`config.mk`:
```
export PLATFORM = sky130hd
export DESIGN_NAME = tolva_secuenciador
export DESIGN_NICKNAME = d
export VERILOG_FILES = /design/src/rtl/tolva_secuenciador.sv
export SDC_FILE = /design/constraint.sdc
export NUM_CORES = 1
export LEC_CHECK = 0
export CAP_MARGIN = 10
export CORE_ASPECT_RATIO = 1.25
export CORE_MARGIN = 2
export CORE_UTILIZATION = 56
export DETAILED_ROUTE_END_ITERATION = 12
export PLACE_DENSITY = 0.85
export SKIP_CTS_REPAIR_TIMING = 1
export SLEW_MARGIN = 40
export SYNTH_ARGS = -nofsm -noshare
export SYNTH_HDL_FRONTEND = slang
export SYNTH_SLANG_ARGS = --single-unit
```
`constraint.sdc`:
```
create_clock -name clk -period 3.29 [get_ports clk]
set_input_delay 0.329 -clock clk [delete_from_list [all_inputs] [get_ports clk]]
set_output_delay 0.329 -clock clk [all_outputs]
set_load 0.01 [all_outputs]
```
`src/rtl/tolva_secuenciador.sv`:
```
// Hopper batch sequencer: opens the selected dosing valves one at a time, smallest first,
// timing open and gap intervals in divider ticks, with abort, level fault and gram total.
module tolva_secuenciador #(
  parameter logic [15:0] T_OPEN = 16'd3,
  parameter logic [15:0] T_GAP  = 16'd2
) (
  input  logic       clk,
  input  logic       rst,
  input  logic       tick,
  input  logic       start,
  input  logic [3:0] sel,
  input  logic       abort,
  input  logic       nivel_ok,
  output logic [3:0] valve,
  output logic       busy,
  output logic       done,
  output logic       error,
  output logic [9:0] dosificado
);

  // state  | meaning
  // IDLE   | waiting for start, request mask free to be relatched
  // SCAN   | pick lowest pending valve, or finish when none remain
  // OPEN   | one valve open, counting T_OPEN ticks
  // GAP    | all valves closed, counting T_GAP ticks
  // DONE   | one-cycle completion pulse
  // ERR    | level fault latched, waits for abort
  typedef enum logic [2:0] {S_IDLE, S_SCAN, S_OPEN, S_GAP, S_DONE, S_ERR} state_t;

  localparam logic [15:0] OPEN_LAST = (T_OPEN == 16'd0) ? 16'd0 : T_OPEN - 16'd1;
  localparam logic [15:0] GAP_LAST  = (T_GAP == 16'd0) ? 16'd0 : T_GAP - 16'd1;

  state_t      state_q, state_d;
  logic [3:0]  mask_q, mask_d;
  logic [15:0] cnt_q, cnt_d;
  logic [3:0]  valve_q, valve_d;
  logic        busy_q, busy_d;
  logic        done_q, done_d;
  logic        error_q, error_d;
  logic [9:0]  dosif_q, dosif_d;
  logic [9:0]  weight;
  logic [3:0]  low_bit;

  assign low_bit = mask_q & (~mask_q + 4'd1);
  assign weight  = (valve_q[0] ? 10'd50  : 10'd0) + (valve_q[1] ? 10'd100 : 10'd0)
                 + (valve_q[2] ? 10'd200 : 10'd0) + (valve_q[3] ? 10'd400 : 10'd0);

  always_comb begin
    state_d = state_q;
    mask_d  = mask_q;
    cnt_d   = cnt_q;
    valve_d = valve_q;
    busy_d  = busy_q;
    done_d  = 1'b0;
    error_d = error_q;
    dosif_d = dosif_q;

    case (state_q)
      S_IDLE: begin
        if (start) begin
          mask_d  = sel;
          dosif_d = 10'd0;
          busy_d  = 1'b1;
          state_d = S_SCAN;
        end
      end
      S_SCAN: begin
        if (mask_q == 4'd0) begin
          done_d  = 1'b1;
          state_d = S_DONE;
        end else begin
          valve_d = low_bit;
          cnt_d   = 16'd0;
          state_d = S_OPEN;
        end
      end
      S_OPEN: begin
        if (!nivel_ok) begin
          // partially delivered valve is not credited
          valve_d = 4'd0;
          error_d = 1'b1;
          busy_d  = 1'b0;
          state_d = S_ERR;
        end else if (tick) begin
          if (cnt_q == OPEN_LAST) begin
            valve_d = 4'd0;
            mask_d  = mask_q & ~valve_q;
            dosif_d = dosif_q + weight;
            cnt_d   = 16'd0;
            state_d = (T_GAP == 16'd0) ? S_SCAN : S_GAP;
          end else begin
            cnt_d = cnt_q + 16'd1;
          end
        end
      end
      S_GAP: begin
        if (tick) begin
          if (cnt_q == GAP_LAST) begin
            cnt_d   = 16'd0;
            state_d = S_SCAN;
          end else begin
            cnt_d = cnt_q + 16'd1;
          end
        end
      end
      S_DONE: begin
        busy_d  = 1'b0;
        state_d = S_IDLE;
      end
      S_ERR: begin
        valve_d = 4'd0;
      end
      default: state_d = S_IDLE;
    endcase

    // abort overrides everything but reset; the completed-valve total is kept
    if (abort) begin
      state_d = S_IDLE;
      valve_d = 4'd0;
      busy_d  = 1'b0;
      done_d  = 1'b0;
      error_d = 1'b0;
      cnt_d   = 16'd0;
      dosif_d = dosif_q;
    end
  end

  always_ff @(posedge clk) begin
    if (rst) begin
      state_q <= S_IDLE;
      mask_q  <= 4'd0;
      cnt_q   <= 16'd0;
      valve_q <= 4'd0;
      busy_q  <= 1'b0;
      done_q  <= 1'b0;
      error_q <= 1'b0;
      dosif_q <= 10'd0;
    end else begin
      state_q <= state_d;
      mask_q  <= mask_d;
      cnt_q   <= cnt_d;
      valve_q <= valve_d;
      busy_q  <= busy_d;
      done_q  <= done_d;
      error_q <= error_d;
      dosif_q <= dosif_d;
    end
  end

  assign valve      = valve_q;
  assign busy       = busy_q;
  assign done       = done_q;
  assign error      = error_q;
  assign dosificado = dosif_q;

endmodule

```
After elaboration in Yosys (flattened, before gate mapping) --
Cells that the tools add are included.
Cells by class: $add $sub $neg 6, bitwise logic cells 8, equality and inequality tests 17, reduce and logical (&&, ||, !) cells 15, multiplexer cells 38
Operator list (number):
- two-way mux 16 bit | 6
- one-hot mux 16 bit (3 select lines) | 1
- two-way mux 10 bit | 4
- two-way mux 4 bit | 8
- two-way mux 3 bit | 7
- one-hot mux 10 bit (2 select lines) | 1
- adder 16 x 1 -> 16 bit (second input constant) | 1
- == test 16 x 1 -> 1 bit (second input constant) | 1
- == test 16 x 2 -> 1 bit (second input constant) | 1
- != test 2 bit (second input constant) | 8
- one-hot mux 3 bit (5 select lines) | 1
- one-hot mux 4 bit (3 select lines) | 1
- AND reduction 6 bit | 2
- adder 10 bit | 1
- adder 9 x 9 -> 10 bit | 1
- AND reduction 5 bit | 2
- adder 8 x 8 -> 9 bit | 1
- two-way mux 9 bit | 1
- nonzero test 3 bit | 3
- adder 6 x 7 -> 8 bit | 1
- bitwise AND 4 bit | 2
- two-way mux 8 bit | 1
- inverter 4 bit | 2
- one-hot mux 4 bit (2 select lines) | 1
- other kinds (18) | 26
Word-level totals: register bits after elaboration 40, bits of input ports 10, logic and storage cells 92, output and inout port bits 17

Depth between registers and ports, before layout --
word-level depth 9, gate-level depth with buffers 10, mapped depth without buffers 10

Worst setup path before layout --
OpenSTA, ideal clock, no wires.
path type flip-flop to flip-flop, start point register valve_q[0] (netlist: valve[0]), end point register dosif_q[9] (netlist: dosificado[9]), buffers on the path 0, setup time 0.117 ns, arrival time 2.425 ns, cell stages (with the launch flop) 11, slack 0.747 ns, period minus slack after synthesis 2.543 ns, data required time 3.173 ns, cell sequence dfxtp_1 > inv_1 > fa_1 > inv_1 > ha_1 > nand3_1 > o211ai_1 > o41ai_1 > xnor2_1 > o21ai_1 > a32o_2
Between the ends: word-level cells in the longest chain between the ends 9
RTL lines:
- start, declared | line 36 | logic [3:0] valve_q, valve_d;
- start signal, assigned | line 142 | valve_q <= valve_d;
- two-way mux 6 bit | line 45 | assign weight = (valve_q[0] ? 10'd50 : 10'd0) + (valve_q[1] ? 10'd100 : 10'd0)
- adder 6 x 7 -> 8 bit | line 45
- adder 8 x 8 -> 9 bit | line 46 | + (valve_q[2] ? 10'd200 : 10'd0) + (valve_q[3] ? 10'd400 : 10'd0);
- adder 9 x 9 -> 10 bit | line 46
- adder 10 bit | line 88 | dosif_d = dosif_q + weight;
- two-way mux 10 bit | line 85 | if (cnt_q == OPEN_LAST) begin
- two-way mux 10 bit | line 84 | end else if (tick) begin
- two-way mux 10 bit | line 78 | if (!nivel_ok) begin
- one-hot mux 10 bit (2 select lines) | line 58 | case (state_q)
- end signal, assigned | line 146 | dosif_q <= dosif_d;
- end, declared | line 40 | logic [9:0] dosif_q, dosif_d;
No other way between the ends. The select of a mux whose other input is x is not followed. A chain may end at the register's enable or synchronous reset.

Worst setup path in the final report --
Ends and elaborated chain as after synthesis.

==> key figures <==
Detailed routing
  – Antenna Violating Nets Remaining: 0
  – Final WL: 5272 um
  – DR iter-0 viols: 127
  – Wire length per cell: 14.73 um
  – Via count: 2085
  – DRC errors left: 0
  – Vias per inst: 5.824
  – First drt pass iteration count: 5

Global route
  – GR Overflow Total: 0
  – First-pass GRT wire length: 8659 um
  – Initial antenna violation count: 0
  – Largest net degree at the start of global routing: 16
  – Gr usage total: 25.07%
  – Vias in the first global route: 2036

Setup path
  – Element type at the critical path start: flip-flop
  – Buf+Inv Stages, Crit Path: 2
  – Top Family by Delay on Critical Path: adder cells
  – Worst Path Arrival: 2.85 ns
  – CP max stage delay: 0.54 ns
  – Setup crit end kind: flip-flop
  – Slowest CP cell: fa_1
  – R2R Setup Slk: 0.63 ns
  – Crit Path Class: flip-flop to flip-flop
  – Req. time, crit path: 3.49 ns
  – Critical path cell sequence: inv_1 -> fa_1 -> inv_1 -> ha_1 -> nand3_1 -> o211ai_1 -> o41ai_1 -> xnor2_1 -> o21ai_1 -> a32o_2
  – Crit-path most repeated cell: inv_1
  – Worst Path Max Fanout: 6

Synthesis
  – Async set-or-reset flop fraction in the synthesized netlist: 0%
  – EDFF count, synth: 0
  – Simple-gate share of the synthesized area: 27.42%
  – Sequential share of the synthesized area: 33.75%
  – Most area-consuming cells after synthesis: dfxtp_1 34%, ha_1 7.6%, nor2_1 4.7%, nand2_1 4.5%, a21oi_1 4.3%
  – FF+latch count, synth: 39
  – Synth warn: 0
  – Cell Area, Synth: 0.002313 mm^2
  – Xor/xnor share of the synthesized area: 7.193%
  – Syn nets: 304
  – Post-synthesis mux area share: 0.4327%
  – Post-Synth Adder-Cell Area: 11.90%
  – Netlist cell types: 53
  – Top_reg_cell synth: dfxtp_1
  – Average size of a mapped cell: 8.413 um^2
  – Synth area leader: dfxtp_1
  – Largest family of logic cells by synthesized area: simple AND/OR/NAND/NOR gates
  – Complex-gate fraction of the synthesized area: 14.71%
  – Post-synth top area share: 33.75%
  – Post-Syn Instances: 275

CTS
  – Deepest clock path buffer count: 2
  – Clk Latency, worst-skew pair: 0.30 ns
  – Clk root buf: clkbuf_8
  – Reg clk slew, reported paths: 0.08 ns
  – Clock tree from TritonCTS: built
  – CTS H-tree depth: 2
  – Clock sink count: 39
  – Num CTS Buffers: 5

Run
  – Max-cap viol count: 0

Placement
  – Place WS: 0.6486 ns
  – Placed wire-length estimate: 3978 um
  – Placed Area: 0.002614 mm^2
  – Placer Congestion: 0.9732
  – Number of port buffers: 25

Cells and area
  – NumNets Final: 331
  – Area growth from synthesis to layout: 17.42%
  – Antenna Cells: 0
  – Layout cells sized above 1: 9.272%
  – Cell area after layout: 0.002716 mm^2
  – Commonest non-fill, non-tap cell in the layout: dfxtp_1
  – Commonest non-fill, non-tap cells in the layout: 39 x dfxtp_1, 29 x nor2_1, 28 x nand2_1, 25 x clkdlybuf4s50_1, 20 x a21oi_1

Die
  – Core area: 0.004034 mm^2
  – I/O pin count: 27
  – Die H: 75.86 um
  – Initial core utilization: 57.35%
  – Die area: 0.004665 mm^2
  – Site Rows: 26
  – Die X: 61.49 um

Timing
  – Setup TNS: 0 ns
  – Max-slew headroom: 63.61%
  – Final setup margin: 0.6328 ns
  – Fin crit share: 80.77%
  – Post-layout minimum cycle time: 2.657 ns
  – Fmax: 376.3 MHz
  – Final Hold Vio Count: 0
  – Final setup violation count: 0
  – Final Max Slew Viols: 0
  – RSZ-0062 raised after global routing: false
  – Final Skew: 0.01224 ns
  – Worst-Margin Slew: 0.5409 ns
  – Worst hold slack: 0.4501 ns

Pwr
  – Power Total: 956.2 uW
  – Leakage power: 0.001046 uW
  – P per Cell Area: 352.0 mW/mm^2
  – VDD IR max: 0.3581 mV

Status
  – Status: completed

Min path
  – Min-Delay Path Class: flip-flop to flip-flop
==> layer usage <==
metal | GRT usage, % | part of all wire, % | vias to the layer above
li1 | - | - | 1026
met1 | 26.35 | 39 | 989
met2 | 47.60 | 54 | 59
met3 | 5.093 | 4.7 | 11
met4 | 9.456 | 2.0 | 0
met5 | 0 | 0 | -
==> power by group <==
group	internal [uW]	switching [uW]	total (uW)
combinational	33.3	49.4	82.7
sequential	478	9.90	488
clock	222	163	386
==> logic make-up (layout without fill, tap and decap cells) <==
| logic type | count (synthesis) | after routing |
|---|---|---|
| adders and majority gates | 19 | 19 |
| xor gates and xnor gates | 19 | 19 |
| muxes | 1 | 1 |
| DFF | 39 | 39 |
| AOI/OAI and AO/OA | 52 | 52 |
| other | 1 | 1 |
| buffers and inverters | 22 | 49 |
| and+or+nand+nor | 122 | 122 |
==> state kept, by name (all words and copies together), names as in the netlist <==
register,count
valve,4
busy,1
mask_q,4
cnt_q,16
error,1
state_q,3
done,1
dosificado,9
==> worst paths after layout <==
kind,depth (start not counted),from,to
worst min-delay path,2,error,error
worst max register to register,10,valve[0],dosificado[9]
worst max-delay path,10,valve[0],dosificado[9]
worst min register to register,2,error,error
==> Yosys cell counts, types with 2 or more instances <==
cell and count:
nand4b_1 3, or4_1 2, xnor2_1 8, nor2b_1 3
clkbuf_1 6, nand2_1 28, nor4_1 4, nand4_1 5
or2_2 2, dfxtp_1 39, fa_1 5, nor2_1 29
and3_1 4, buf_6 2, ha_1 14, o41ai_1 2
nand3_1 19, a21oi_1 20, o21ai_0 12, o211ai_1 2
nand2b_1 2, a31o_2 2, or4_4 2, inv_1 12
o21ai_1 2, xor2_1 11, nor3_1 9
==> final cells by class <==
| cell class | count | area, um^2 |
|---|---|---|
| Sequential cell | 39 | 780.7 |
| Multi-Input combinational cell | 214 | 1430 |
| Clock inverter | 1 | 30.03 |
| Inverter | 12 | 45.04 |
| Tap cell | 56 | 70.07 |
| Fill cell | 353 | 1318 |
| Clock buffer | 6 | 72.57 |
| Timing Repair Buffer | 30 | 287.8 |
==> worst reg2reg max path: cells and delay by family, from the launching register on <==
kind            cells  cell delay, ns
compound gates      4            0.79
fa+ha+maj           2            0.88
xor+xnor            1            0.20
buf+inv             2            0.14
simple gates        1            0.10
flops               1            0.44
==> stage by stage <==
step,util (%),std cells
after detailed placement,64.80,351
after floorplan,-,275
after global routing,67.34,358
after global placement,64.80,351
final,67.34,358
after CTS,67.34,358
(Power assumes the default switching activity.)
